[config.mk]
export PLATFORM = sky130hd
export DESIGN_NAME = mapper_banked_rom
export DESIGN_NICKNAME = d
export VERILOG_FILES = /design/src/rtl/mapper_banked_rom.sv
export SDC_FILE = /design/constraint.sdc
export NUM_CORES = 1
export LEC_CHECK = 0
export BUFFER_PORTS_ARGS = -buffer_cell sky130_fd_sc_hd__buf_2
export CAP_MARGIN = 15
export CORE_ASPECT_RATIO = 2
export CORE_MARGIN = 5
export CORE_UTILIZATION = 40
export DETAILED_ROUTE_END_ITERATION = 7
export GPL_TIMING_DRIVEN = 0
export REMOVE_ABC_BUFFERS = 1
export SLEW_MARGIN = 20
export SYNTH_ARGS = -nofsm -noshare
export SYNTH_HDL_FRONTEND = slang
export SYNTH_SLANG_ARGS = --single-unit
export TNS_END_PERCENT = 30
[constraint.sdc]
create_clock -name clk -period 1.75 [get_ports clk]
set_input_delay 0.175 -clock clk [delete_from_list [all_inputs] [get_ports clk]]
set_output_delay 0.175 -clock clk [all_outputs]
set_load 0.05 [all_outputs]
[src/rtl/mapper_banked_rom.sv]
// mapper_banked_rom: parametrised banked-ROM mapper for MSX cartridge slots.
// Translates Z80 addresses in the bank window to flat ROM/SDRAM addresses.
// Segment registers are written either by memory writes into the window or
// by an I/O-port write with 16K-mirror and 32K modes.
// Optional feature macro: MAPPER_BANKED_READBACK_EN (I/O-port readback of io_reg).
module mapper_banked_rom #(
    parameter int unsigned NUM_BANKS = 4,
    parameter int unsigned BANK_AW   = 13,
    parameter int unsigned SEG_W     = 8,
    parameter int unsigned ADDR_W    = 27,
    parameter logic [15:0] WIN_BASE  = 16'h4000,
    parameter logic [7:0]  IO_PORT   = 8'h77
) (
    input  logic              clk,
    input  logic              reset_n,
    input  logic              sel,
    input  logic              io_mode,
    input  logic              mreq,
    input  logic              iorq,
    input  logic              wr,
    input  logic              rd,
    input  logic [15:0]       addr,
    input  logic [7:0]        data,
    output logic              ram_cs,
    output logic [ADDR_W-1:0] rom_addr,
    output logic              rd_oe,
    output logic [7:0]        rd_data
);

    localparam int unsigned IDX_W = (NUM_BANKS > 1) ? $clog2(NUM_BANKS) : 1;

    logic [SEG_W-1:0] bank_reg [NUM_BANKS];
    logic [7:0]       io_reg;
    logic             wr_q;

    logic [16:0]      off;
    logic [16:0]      bank_full;
    logic             in_window;
    logic [IDX_W-1:0] n;
    logic [1:0]       n2;
    logic [SEG_W-1:0] seg_mem;
    logic [SEG_W-1:0] seg;
    logic             strobe;
    logic             mem_we;
    logic             io_we;

    // 17-bit offset so addresses below the window go negative instead of wrapping
    assign off       = {1'b0, addr} - {1'b0, WIN_BASE};
    assign bank_full = off >> BANK_AW;
    assign in_window = ~off[16] & (bank_full < 17'(NUM_BANKS));
    assign n         = bank_full[IDX_W-1:0];
    assign n2        = bank_full[1:0];

    assign ram_cs    = sel & mreq & in_window;

    // Edge-detected write strobe: one update per CPU write regardless of wr length
    assign strobe = sel & wr & ~wr_q & (mreq ^ iorq);
    assign mem_we = strobe & ~io_mode & mreq & in_window;
    assign io_we  = strobe & io_mode & iorq & (addr[7:0] == IO_PORT);

    // Segment select: stored bank register in memory mode, io_reg-derived in I/O mode
    always_comb begin
        seg_mem = '0;
        for (int unsigned i = 0; i < NUM_BANKS; i++) begin
            if (n == IDX_W'(i)) seg_mem = bank_reg[i];
        end
        if (!io_mode) begin
            seg = seg_mem;
        end else if (io_reg[7:6] == 2'b11) begin
            seg = SEG_W'({io_reg[5:1], n2});
        end else begin
            seg = SEG_W'({io_reg[5:0], n2[0]});
        end
    end

    // Address translation, all ones outside the window
    always_comb begin
        if (ram_cs) rom_addr = ADDR_W'({seg, addr[BANK_AW-1:0]});
        else        rom_addr = '1;
    end

    // Previous-cycle wr for edge detection
    always_ff @(posedge clk or negedge reset_n) begin
        if (!reset_n) wr_q <= 1'b0;
        else          wr_q <= wr;
    end

    // Bank and I/O register updates; banks reset to the identity mapping
    always_ff @(posedge clk or negedge reset_n) begin
        if (!reset_n) begin
            for (int unsigned i = 0; i < NUM_BANKS; i++) bank_reg[i] <= SEG_W'(i);
            io_reg <= 8'h00;
        end else begin
            for (int unsigned i = 0; i < NUM_BANKS; i++) begin
                if (mem_we && (n == IDX_W'(i))) bank_reg[i] <= SEG_W'(data);
            end
            if (io_we) io_reg <= data;
        end
    end

`ifdef MAPPER_BANKED_READBACK_EN
    logic rd_q;
    logic rd_start;

    assign rd_start = io_mode & iorq & rd & ~rd_q & (addr[7:0] == IO_PORT);

    // Readback: capture io_reg on IN rising edge, drop enable the cycle after rd falls
    always_ff @(posedge clk or negedge reset_n) begin
        if (!reset_n) begin
            rd_q    <= 1'b0;
            rd_oe   <= 1'b0;
            rd_data <= 8'hFF;
        end else begin
            rd_q <= rd;
            if (rd_start) begin
                rd_oe   <= 1'b1;
                rd_data <= io_reg;
            end else if (!rd) begin
                rd_oe   <= 1'b0;
            end
        end
    end
`else
    logic unused_rd;

    assign unused_rd = &{1'b0, rd};
    assign rd_oe     = 1'b0;
    assign rd_data   = 8'hFF;
`endif

endmodule

Word-level counts from Yosys, hierarchy flattened
Cells that the tools add are included.
W data, S select, Z words.
{"block": "totals", "reg_bits": 41, "latchBits": 0, "mem_bits_rw": 0, "mem_bits_ro": 0, "out_inout_bits": 37, "wordCells": 41, "n_memories": 0}
{"block": "op_classes", "add_sub_neg": 1, "n_mul": 0, "div_mod_pow": 0, "order_cmp": 1, "eq_ne": 5, "n_shift": 0, "n_mux": 7, "n_bitwise": 16, "n_reduce_logical": 5}
{"operator": "$mux W8", "count": 5}
{"operator": "$mux W27", "count": 1}
{"operator": "$sub A16 B15 Y17 const B", "count": 1}
{"operator": "$and A1 B1 Y1", "count": 12}
{"operator": "$eq A8 B7 Y1 const B", "count": 1}
{"operator": "$eq A2 B2 Y1 const B", "count": 3}
{"operator": "$logic_and A1 B1 Y1", "count": 4}
{"operator": "$lt A4 B3 Y1 const B", "count": 1}
{"operator": "$not A1 Y1", "count": 3}
{"operator": "$eq A2 B1 Y1 const B", "count": 1}
{"operator": "$logic_not A2 Y1", "count": 1}
{"operator": "$mux W2", "count": 1}
{"operator": "$xor A1 B1 Y1", "count": 1}

Logic depth before layout (Yosys ltp)
Gate-level depths: netlist of the first run.
{"block": "logic_depth", "ltp_word": 8, "ltp_mapped": 4, "mapped_depth_nobuf": 3}

Worst setup path before layout of the first run
Ideal clock, no wire load.
{"block": "synth_timing", "path_type": "input to output", "start": "in addr[14]", "end": "out rom_addr[13]", "arrival_time_ns": 2.413, "t_required_ns": 1.575, "path_slack_ns": -0.838, "stages": 3, "cell_sequence": "clkbuf_1 mux2i_1 o311ai_0"}
{"block": "synth_between", "elab_chain_cells": 8, "elab_cells_between_ends": 15, "classes_between": "1 x add/sub; 1 x order compare; 3 x eq/ne; 6 x mux; 3 x bitwise; 1 x reduce/logical"}
{"item": "start, declared", "line": "22", "source": "input logic [15:0] addr,"}
{"item": "$sub A16 B15 Y17 *", "line": "48", "source": "assign off = {1'b0, addr} - {1'b0, WIN_BASE};"}
{"item": "$logic_not A2 Y1", "line": "65", "source": "if (n == IDX_W'(i)) seg_mem = bank_reg[i];"}
{"item": "$mux W8 (4 in a row)", "line": "65"}
{"item": "$mux W8", "line": "67", "source": "if (!io_mode) begin"}
{"item": "$mux W27 *", "line": "78", "source": "if (ram_cs) rom_addr = ADDR_W'({seg, addr[BANK_AW-1:0]});"}
{"item": "end, declared", "line": "25", "source": "output logic [ADDR_W-1:0] rom_addr,"}
Every way passes the cells marked *; elsewhere a longest branch is shown, timed or not.

Worst setup path in the final report of the first run
{"block": "layout_timing", "start": "in addr[14]", "end": "reg bank_reg[2] (netlist bit)"}
{"block": "layout_between", "elab_chain_cells": 5, "elab_cells_between_ends": 7, "classes_between": "1 x add/sub; 1 x order compare; 1 x eq/ne; 3 x bitwise; 1 x reduce/logical"}
{"item": "$sub A16 B15 Y17 *", "line": "48"}
{"item": "$lt A4 B3 Y1 / $not A1 Y1 (equally long branches)", "line": "50", "source": "assign in_window = ~off[16] & (bank_full < 17'(NUM_BANKS));"}
{"item": "$and A1 B1 Y1", "line": "50"}
{"item": "$and A1 B1 Y1", "line": "58", "source": "assign mem_we = strobe & ~io_mode & mreq & in_window;"}
{"item": "$logic_and A1 B1 Y1 *", "line": "95", "source": "if (mem_we && (n == IDX_W'(i))) bank_reg[i] <= SEG_W'(data);"}
{"item": "end signal, assigned by index", "line": "95"}
{"item": "end, declared", "line": "32", "source": "logic [SEG_W-1:0] bank_reg [NUM_BANKS];"}
Marked as above.
A chain may end at the register's enable or synchronous reset.

==> insert_results.sql, run 1 <==
INSERT INTO impl_metrics (metric_group, metric, value, unit) VALUES
('sta', 'finalCriticalPeriod', '1.77', 'ns'),
('critical_path', 'timing.critical_path.cells', 'buf_4 > or4b_4 > nor4_4 > mux2_2', ''),
('power', 'clock_power_share', '35.1', '%'),
('clock_tree', 'clockBufferDepth', '2', ''),
('sta', 'timing.final.setup_violations', '6', ''),
('floorplanning', 'dieWidth', '63.0', 'um'),
('clock_tree', 'cts_tree', 'done', ''),
('critical_path', 'critPathCaptureType', 'flip-flop', ''),
('drt', 'dr.pass1.iters', '4', ''),
('power', 'power.net_switching', '0.598', 'mW'),
('critical_path', 'timing.critical_path.slowest_cell_delay', '0.59', 'ns'),
('synth', 'post_synth_and_or_nand_nor_area_fraction', '13.9', '%'),
('sta', 'fin_ws', '-0.0195', 'ns'),
('sta', 'timing_hold_violations_final', '0', ''),
('drt', 'wl_met2', '2.80', 'mm'),
('drt', 'wl_met1', '1.92', 'mm'),
('final_layout', 'final.fill_count', '501', ''),
('drt', 'detail_route.wl_per_cell', '18.3', 'um'),
('floorplanning', 'io-pin-count', '69', ''),
('critical_path', 'cp_data_arrival_time', '1.94', 'ns'),
('critical_path', 'critical_path_class', 'in -> reg', ''),
('final_layout', 'layout.nets', '252', ''),
('drt', 'count_of_antenna_violating_nets_left_after_detailed_routing', '0', ''),
('floorplanning', 'fp.coreArea', '5470', 'um2'),
('synth', 'synthMuxAreaShare', '31.4', '%'),
('clock_tree', 'cts-htree-levels', '2', ''),
('final_layout', 'fin_area', '2740', 'um2'),
('synth', 'ys_dominant_reg_cell', 'sky130_fd_sc_hd__dfrtp_1', ''),
('sta', 'report.final.slew_viol_count', '0', ''),
('global_routing', 'grt_pass1_vias', '1601', ''),
('critical_path', 'critical_path.slowest_cell', 'sky130_fd_sc_hd__nor4_4', ''),
('clock_tree', 'root_buffer', 'sky130_fd_sc_hd__clkbuf_8', ''),
('status', 'failing_checks', 'setup timing', ''),
('final_layout', 'antennaDiodeCount', '0', ''),
('drt', 'drc', '0', ''),
('drt', 'routed_wirelength', '5.16', 'mm'),
('status', 'outcome', 'finished, violations left', ''),
('sta', 'timing.clock.skew', '0.00712', 'ns'),
('synth', 'average_instance_area_after_synthesis', '14.0', 'um2'),
('synth', 'synthTopCellsByArea', 'sky130_fd_sc_hd__dfrtp_1 41%, sky130_fd_sc_hd__mux2_2 21%, sky130_fd_sc_hd__mux4_1 8.2%', ''),
('global_routing', 'number_of_antenna_violations_at_the_first_check_in_global_routing', '0', ''),
('synth', 'synth_async_sr_flop_share', '100', '%'),
('final_layout', 'largest_register_ff_count', '32', ''),
('synth', 'post_synth_xor_area_fraction', '0.390', '%'),
('placement', 'gp_routability_congestion', '0.721', ''),
('synth', 'number_of_flops_mapped_to_enable_cells_by_yosys', '0', ''),
('floorplanning', 'die_height', '116', 'um'),
('synth', 'synthCells', '161', ''),
('power', 'power.ir.vdd_worst', '0.596', 'mV'),
('clock_tree', 'clk_transition_reported_paths', '0.08', 'ns'),
('synth', 'flops_latches_synth', '41', ''),
('power', 'power_per_cell_area', '798', 'nW/um2'),
('synth', 'synth_area_leader_cell', 'sky130_fd_sc_hd__dfrtp_1', ''),
('global_routing', 'grt_pass1_wl', '8.41', 'mm'),
('global_routing', 'grt_max_degree', '42', ''),
('floorplanning', 'row_count', '38', ''),
('critical_path', 'path_max_fanout', '15', ''),
('run', 'max_cap_violations', '0', ''),
('power', 'p_comb_share', '18.6', '%'),
('sta', 'worst_slew_pin_slew', '0.913', 'ns'),
('synth', 'synth_compound_area_share', '1.39', '%'),
('power', 'internal_power', '1.59', 'mW'),
('synth', 'most_common_cell_in_the_synthesized_netlist', 'sky130_fd_sc_hd__mux2_2', ''),
('placement', 'io_buf_count', '58', ''),
('hold_path', 'class_of_the_tightest_hold_or_removal_check', 'in -> async', ''),
('critical_path', 'data_required_critical_path', '1.93', 'ns'),
('critical_path', 'critical_path.startpoint_type', 'primary input', ''),
('sta', 'grt_setup_unrepaired', 'true', ''),
('placement', 'placedInstanceArea', '2510', 'um2'),
('final_layout', 'fraction_of_layout_instances_using_a_drive_strength_above_1', '60.2', '%'),
('drt', 'first_iter_violations', '41', '');
## timing repair
| item | 4_1_cts | 5_1_grt |
|---|---|---|
| setup buffers | 6 | 0 |
| setup endpoints to repair | 55 | 15 |
| pin swaps | 5 | 0 |
| resized for setup | 17 | 6 |
## worst paths after layout
path                                     startpoint                        to  slack (ns)
min in group clk                                 wr            wr_q$_DFF_PN0_        0.04
min                                         reset_n   bank_reg[3]$_DFFE_PN0P_        0.02
max reg2reg                          wr_q$_DFF_PN0_   bank_reg[2]$_DFFE_PN0P_        0.13
max                                        addr[14]   bank_reg[2]$_DFFE_PN0P_       -0.02
max in group asynchronous                   reset_n   bank_reg[8]$_DFFE_PN0P_        1.16
min reg2reg                bank_reg[31]$_DFFE_PN0P_  bank_reg[31]$_DFFE_PN0P_        0.50
## power by group through the flow
stage                     registers [mW]  logic (mW)  clock network [mW]
after floorplan                     1.02       0.258                   0
after global placement              1.03       0.379                   0
after detailed placement            1.03       0.391                   0
after CTS                           1.01       0.407               0.798
after global routing                1.02       0.434               0.839
final                               1.01       0.406               0.768
## cell usage in the layout (no fill, tap or decap), types with 4 or more instances in the layout
| master | Yosys | final |
|---|---|---|
| sky130_fd_sc_hd__buf_6 | 1 | 6 |
| sky130_fd_sc_hd__conb_1 | 2 | 9 |
| sky130_fd_sc_hd__clkbuf_8 | 1 | 6 |
| sky130_fd_sc_hd__mux4_2 | 0 | 5 |
| sky130_fd_sc_hd__buf_2 | 0 | 50 |
| sky130_fd_sc_hd__dfstp_2 | 4 | 4 |
| sky130_fd_sc_hd__dfrtp_1 | 37 | 37 |
| sky130_fd_sc_hd__nand2_1 | 6 | 5 |
| sky130_fd_sc_hd__mux2i_1 | 6 | 6 |
| sky130_fd_sc_hd__or3_1 | 13 | 13 |
| sky130_fd_sc_hd__buf_4 | 14 | 7 |
| sky130_fd_sc_hd__nor4_4 | 5 | 5 |
| sky130_fd_sc_hd__mux2_2 | 41 | 41 |
## stage by stage
step           setup WS (ns)  hold WS (ns)  TNS, ns  util, %  cells
2_1_floorplan          -1.86        -0.121   -17.93        -    148
3_3_place_gp           -1.05         0.302   -47.19     45.6    266
3_5_place_dp          -0.394         0.306   -15.32     46.0    267
4_1_cts              -0.0327       0.00730   -0.137     50.3    281
5_1_grt              -0.0855        0.0303   -0.624     50.1    281
6_report             -0.0195        0.0194  -0.0683     50.1    281
## layer usage
metal | track usage, % | vias up
met5 | 0 | -
met4 | 6.23 | 0
met3 | 3.69 | 6
met2 | 28.0 | 56
met1 | 15.3 | 740
li1 | - | 695
## worst max-delay path, delay by kind of cell
kind | cells | cell delay (ns)
buffers and inverters | 1 | 0.19
muxes | 1 | 0.41
and+or+nand+nor | 2 | 1.16
## logic make-up (layout without fill, tap and decap cells)
logic type	after synthesis	count (layout)
AND/OR/NAND/NOR	36	36
buffers and inverters	22	75
AO/OA/AOI/OAI	5	5
other	2	9
multiplexers	54	54
flip-flops	41	41
XOR/XNOR	1	1
## area by class of cell
class	instances	area, um2	share of cell area, %
Timing Repair Buffer	65	410	15.0
Sequential cell	41	1030	37.6
Clock buffer	7	86.3	3.15
Inverter	2	7.51	0.274
Tap cell	60	75.1	2.74
Clock inverter	1	30.0	1.10
Multi-Input combinational cell	105	1100	40.1
No activity file was read; power rests on OpenSTA's default activity.
==> run 2, diff against run 1 <==
--- a/config.mk
+++ b/config.mk
@@ -10,6 +10,7 @@
 export CORE_ASPECT_RATIO = 2
 export CORE_MARGIN = 5
 export CORE_UTILIZATION = 40
+export CTS_CLUSTER_DIAMETER = 200
 export DETAILED_ROUTE_END_ITERATION = 7
 export GPL_TIMING_DRIVEN = 0
 export REMOVE_ABC_BUFFERS = 1
@@ -17,4 +18,4 @@
 export SYNTH_ARGS = -nofsm -noshare
 export SYNTH_HDL_FRONTEND = slang
 export SYNTH_SLANG_ARGS = --single-unit
-export TNS_END_PERCENT = 30
+export TNS_END_PERCENT = 10
==> run 2 against run 1 <==
Net effect: the flow still finishes with violations (setup timing); largest power group unchanged; clock power is essentially flat; largest cell class unchanged; combinational power is essentially flat; sequential power is essentially flat; global-route usage is the same.
==> insert_results.sql, run 2 (synthesis results as in run 1) <==
INSERT INTO impl_metrics (metric_group, metric, value, unit) VALUES
('drt', 'drc', '0', ''),
('critical_path', 'critical_path.startpoint_type', 'primary input', ''),
('drt', 'dr.pass1.iters', '4', ''),
('critical_path', 'data_required_critical_path', '1.93', 'ns'),
('global_routing', 'grt.total_usage', '14.9', '%'),
('power', 'power.ir.vdd_worst', '0.597', 'mV'),
('floorplanning', 'row_count', '38', ''),
('placement', 'placed_cells_incl_taps', '267', ''),
('sta', 'worst_slew_pin_slew', '0.910', 'ns'),
('floorplanning', 'fp.coreArea', '5470', 'um2'),
('floorplanning', 'die_area', '7310', 'um2'),
('hold_path', 'class_of_the_tightest_hold_or_removal_check', 'in -> async', ''),
('drt', 'first_iter_violations', '43', ''),
('floorplanning', 'initial_utilization', '41.1', '%'),
('sta', 'worst_slew_margin_rel', '39.4', '%'),
('critical_path', 'critPathCaptureType', 'flip-flop', ''),
('clock_tree', 'cts_tree', 'done', ''),
('placement', 'io_buf_count', '58', ''),
('global_routing', 'grt_max_degree', '42', ''),
('drt', 'detail_route.wl_per_cell', '18.3', 'um'),
('clock_tree', 'clock_latency', '0.29', 'ns'),
('placement', 'detailedPlacementHpwl', '3.71', 'mm'),
('sta', 'fin_ws', '-0.00886', 'ns'),
('final_layout', 'largest_register_ff_count', '32', ''),
('clock_tree', 'cts-htree-levels', '2', ''),
('sta', 'finalCriticalPeriod', '1.76', 'ns'),
('global_routing', 'grt_remaining_overflow', '0', ''),
('sta', 'grt_setup_unrepaired', 'true', ''),
('sta', 'timing.final.setup_violations', '3', ''),
('final_layout', 'fraction_of_layout_instances_using_a_drive_strength_above_1', '60.6', '%'),
('final_layout', 'syn2layout_area_growth', '22.0', '%'),
('clock_tree', 'tritoncts_sinks', '41', ''),
('power', 'power_per_cell_area', '798', 'nW/um2'),
('drt', 'routed_wirelength', '5.14', 'mm'),
('status', 'outcome', 'finished, violations left', ''),
('clock_tree', 'cts_made_buffers', '5', ''),
('status', 'failing_checks', 'setup timing', ''),
('final_layout', 'final_cell_mix', '50 x sky130_fd_sc_hd__buf_2, 41 x sky130_fd_sc_hd__mux2_2, 37 x sky130_fd_sc_hd__dfrtp_1', ''),
('floorplanning', 'die_height', '116', 'um'),
('floorplanning', 'dieWidth', '63.0', 'um'),
('sta', 'timing.clock.skew', '0.00703', 'ns'),
('sta', 'report.final.slew_viol_count', '0', ''),
('sta', 'timing.fmax', '569', 'MHz'),
('sta', 'timing_hold_violations_final', '0', ''),
('critical_path', 'cp_data_arrival_time', '1.93', 'ns'),
('final_layout', 'antennaDiodeCount', '0', ''),
('drt', 'count_of_antenna_violating_nets_left_after_detailed_routing', '0', ''),
('final_layout', 'layout.cells.most_common', 'sky130_fd_sc_hd__buf_2', ''),
('clock_tree', 'clk_transition_reported_paths', '0.08', 'ns'),
('run', 'max_cap_violations', '0', ''),
('global_routing', 'grt_pass1_vias', '1600', ''),
('drt', 'route.detailed.vias_per_inst', '5.31', ''),
('clock_tree', 'postCtsHoldBufs', '0', ''),
('clock_tree', 'root_buffer', 'sky130_fd_sc_hd__clkbuf_8', ''),
('final_layout', 'finalCoreUtilization', '50.2', '%'),
('critical_path', 'path_max_fanout', '15', ''),
('power', 'power.static_leakage', '1.30', 'nW'),
('global_routing', 'grt_pass1_wl', '8.40', 'mm'),
('placement', 'gp_routability_congestion', '0.721', ''),
('global_routing', 'number_of_antenna_violations_at_the_first_check_in_global_routing', '0', ''),
('clock_tree', 'clockBufferDepth', '2', ''),
('drt', 'via_count', '1492', ''),
('final_layout', 'post_layout_nonfiller_instances', '281', ''),
('final_layout', 'layout.nets', '252', ''),
('sta', 'min_period_over_period', '101', '%'),
('floorplanning', 'io-pin-count', '69', ''),
('critical_path', 'critical_path_class', 'in -> reg', '');
run 2: changes by cell type in the layout (fill, tap and decap cells not counted):
cell and change:
sky130_fd_sc_hd__or4b_1 -1, sky130_fd_sc_hd__or4b_4 +1
run 2: area by class of cell:
cell class	count	area, um2
Fill cell	497	2730
Multi-Input combinational cell	105	1100
Sequential cell	41	1030
Timing Repair Buffer	65	410
Clock buffer	7	86.3
Tap cell	60	75.1
Clock inverter	1	30.0
Inverter	2	7.51
run 2: repair_timing:
item	CTS	global route
resized for setup	18	6
pin swaps	5	1
setup buffers	4	2
setup endpoints to repair	55	23
run 2: final timing paths:
| check | start | to | slack [ns] | cells past startpoint |
|---|---|---|---|---|
| hold reg to reg | bank_reg[31]$_DFFE_PN0P_ | bank_reg[31]$_DFFE_PN0P_ | 0.50 | 1 |
| min in group clk | wr | wr_q$_DFF_PN0_ | 0.04 | 1 |
| hold / removal | reset_n | bank_reg[3]$_DFFE_PN0P_ | 0.02 | 1 |
| setup reg to reg | wr_q$_DFF_PN0_ | bank_reg[2]$_DFFE_PN0P_ | 0.14 | 3 |
| setup / recovery | addr[14] | bank_reg[2]$_DFFE_PN0P_ | -0.009 | 4 |
| max in group asynchronous | reset_n | bank_reg[8]$_DFFE_PN0P_ | 1.16 | 1 |
run 2: through the flow:
stage                     cell area (um2)  worst slack (ns)  hold WS, ns  TNS (ns)  total power, mW
after floorplan                      2130             -1.86       -0.121    -17.93             1.28
after global placement               2490             -1.05        0.302    -47.19             1.41
after detailed placement             2510            -0.394        0.306    -15.32             1.42
after CTS                            2740           -0.0371      0.00730    -0.401             2.22
after global routing                 2740           -0.0855       0.0303    -0.623             2.29
final                                2740          -0.00886       0.0169   -0.0137             2.19
run 2: routing by layer:
metal / vias to the layer above / global-route usage [%] / share of wire, %
li1: 695 / - / -
met1: 735 / 15.2 / 38
met2: 56 / 28.4 / 54
met3: 6 / 3.59 / 6.6
met4: 0 / 5.95 / 1.8
met5: - / 0 / 0
run 2: critical path, stage by stage:
cell and delay [ns]:
sky130_fd_sc_hd__buf_4 0.19, sky130_fd_sc_hd__or4b_4 0.57, sky130_fd_sc_hd__nor4_4 0.58, sky130_fd_sc_hd__mux2_2 0.41
run 2: power breakdown:
part | switching (mW) | total [mW] | internal [mW] | leakage [nW]
Sequential | 0.0199 | 1.01 | 0.992 | 0.551
Clock | 0.305 | 0.770 | 0.465 | 0.0585
Combinational | 0.275 | 0.407 | 0.132 | 0.690
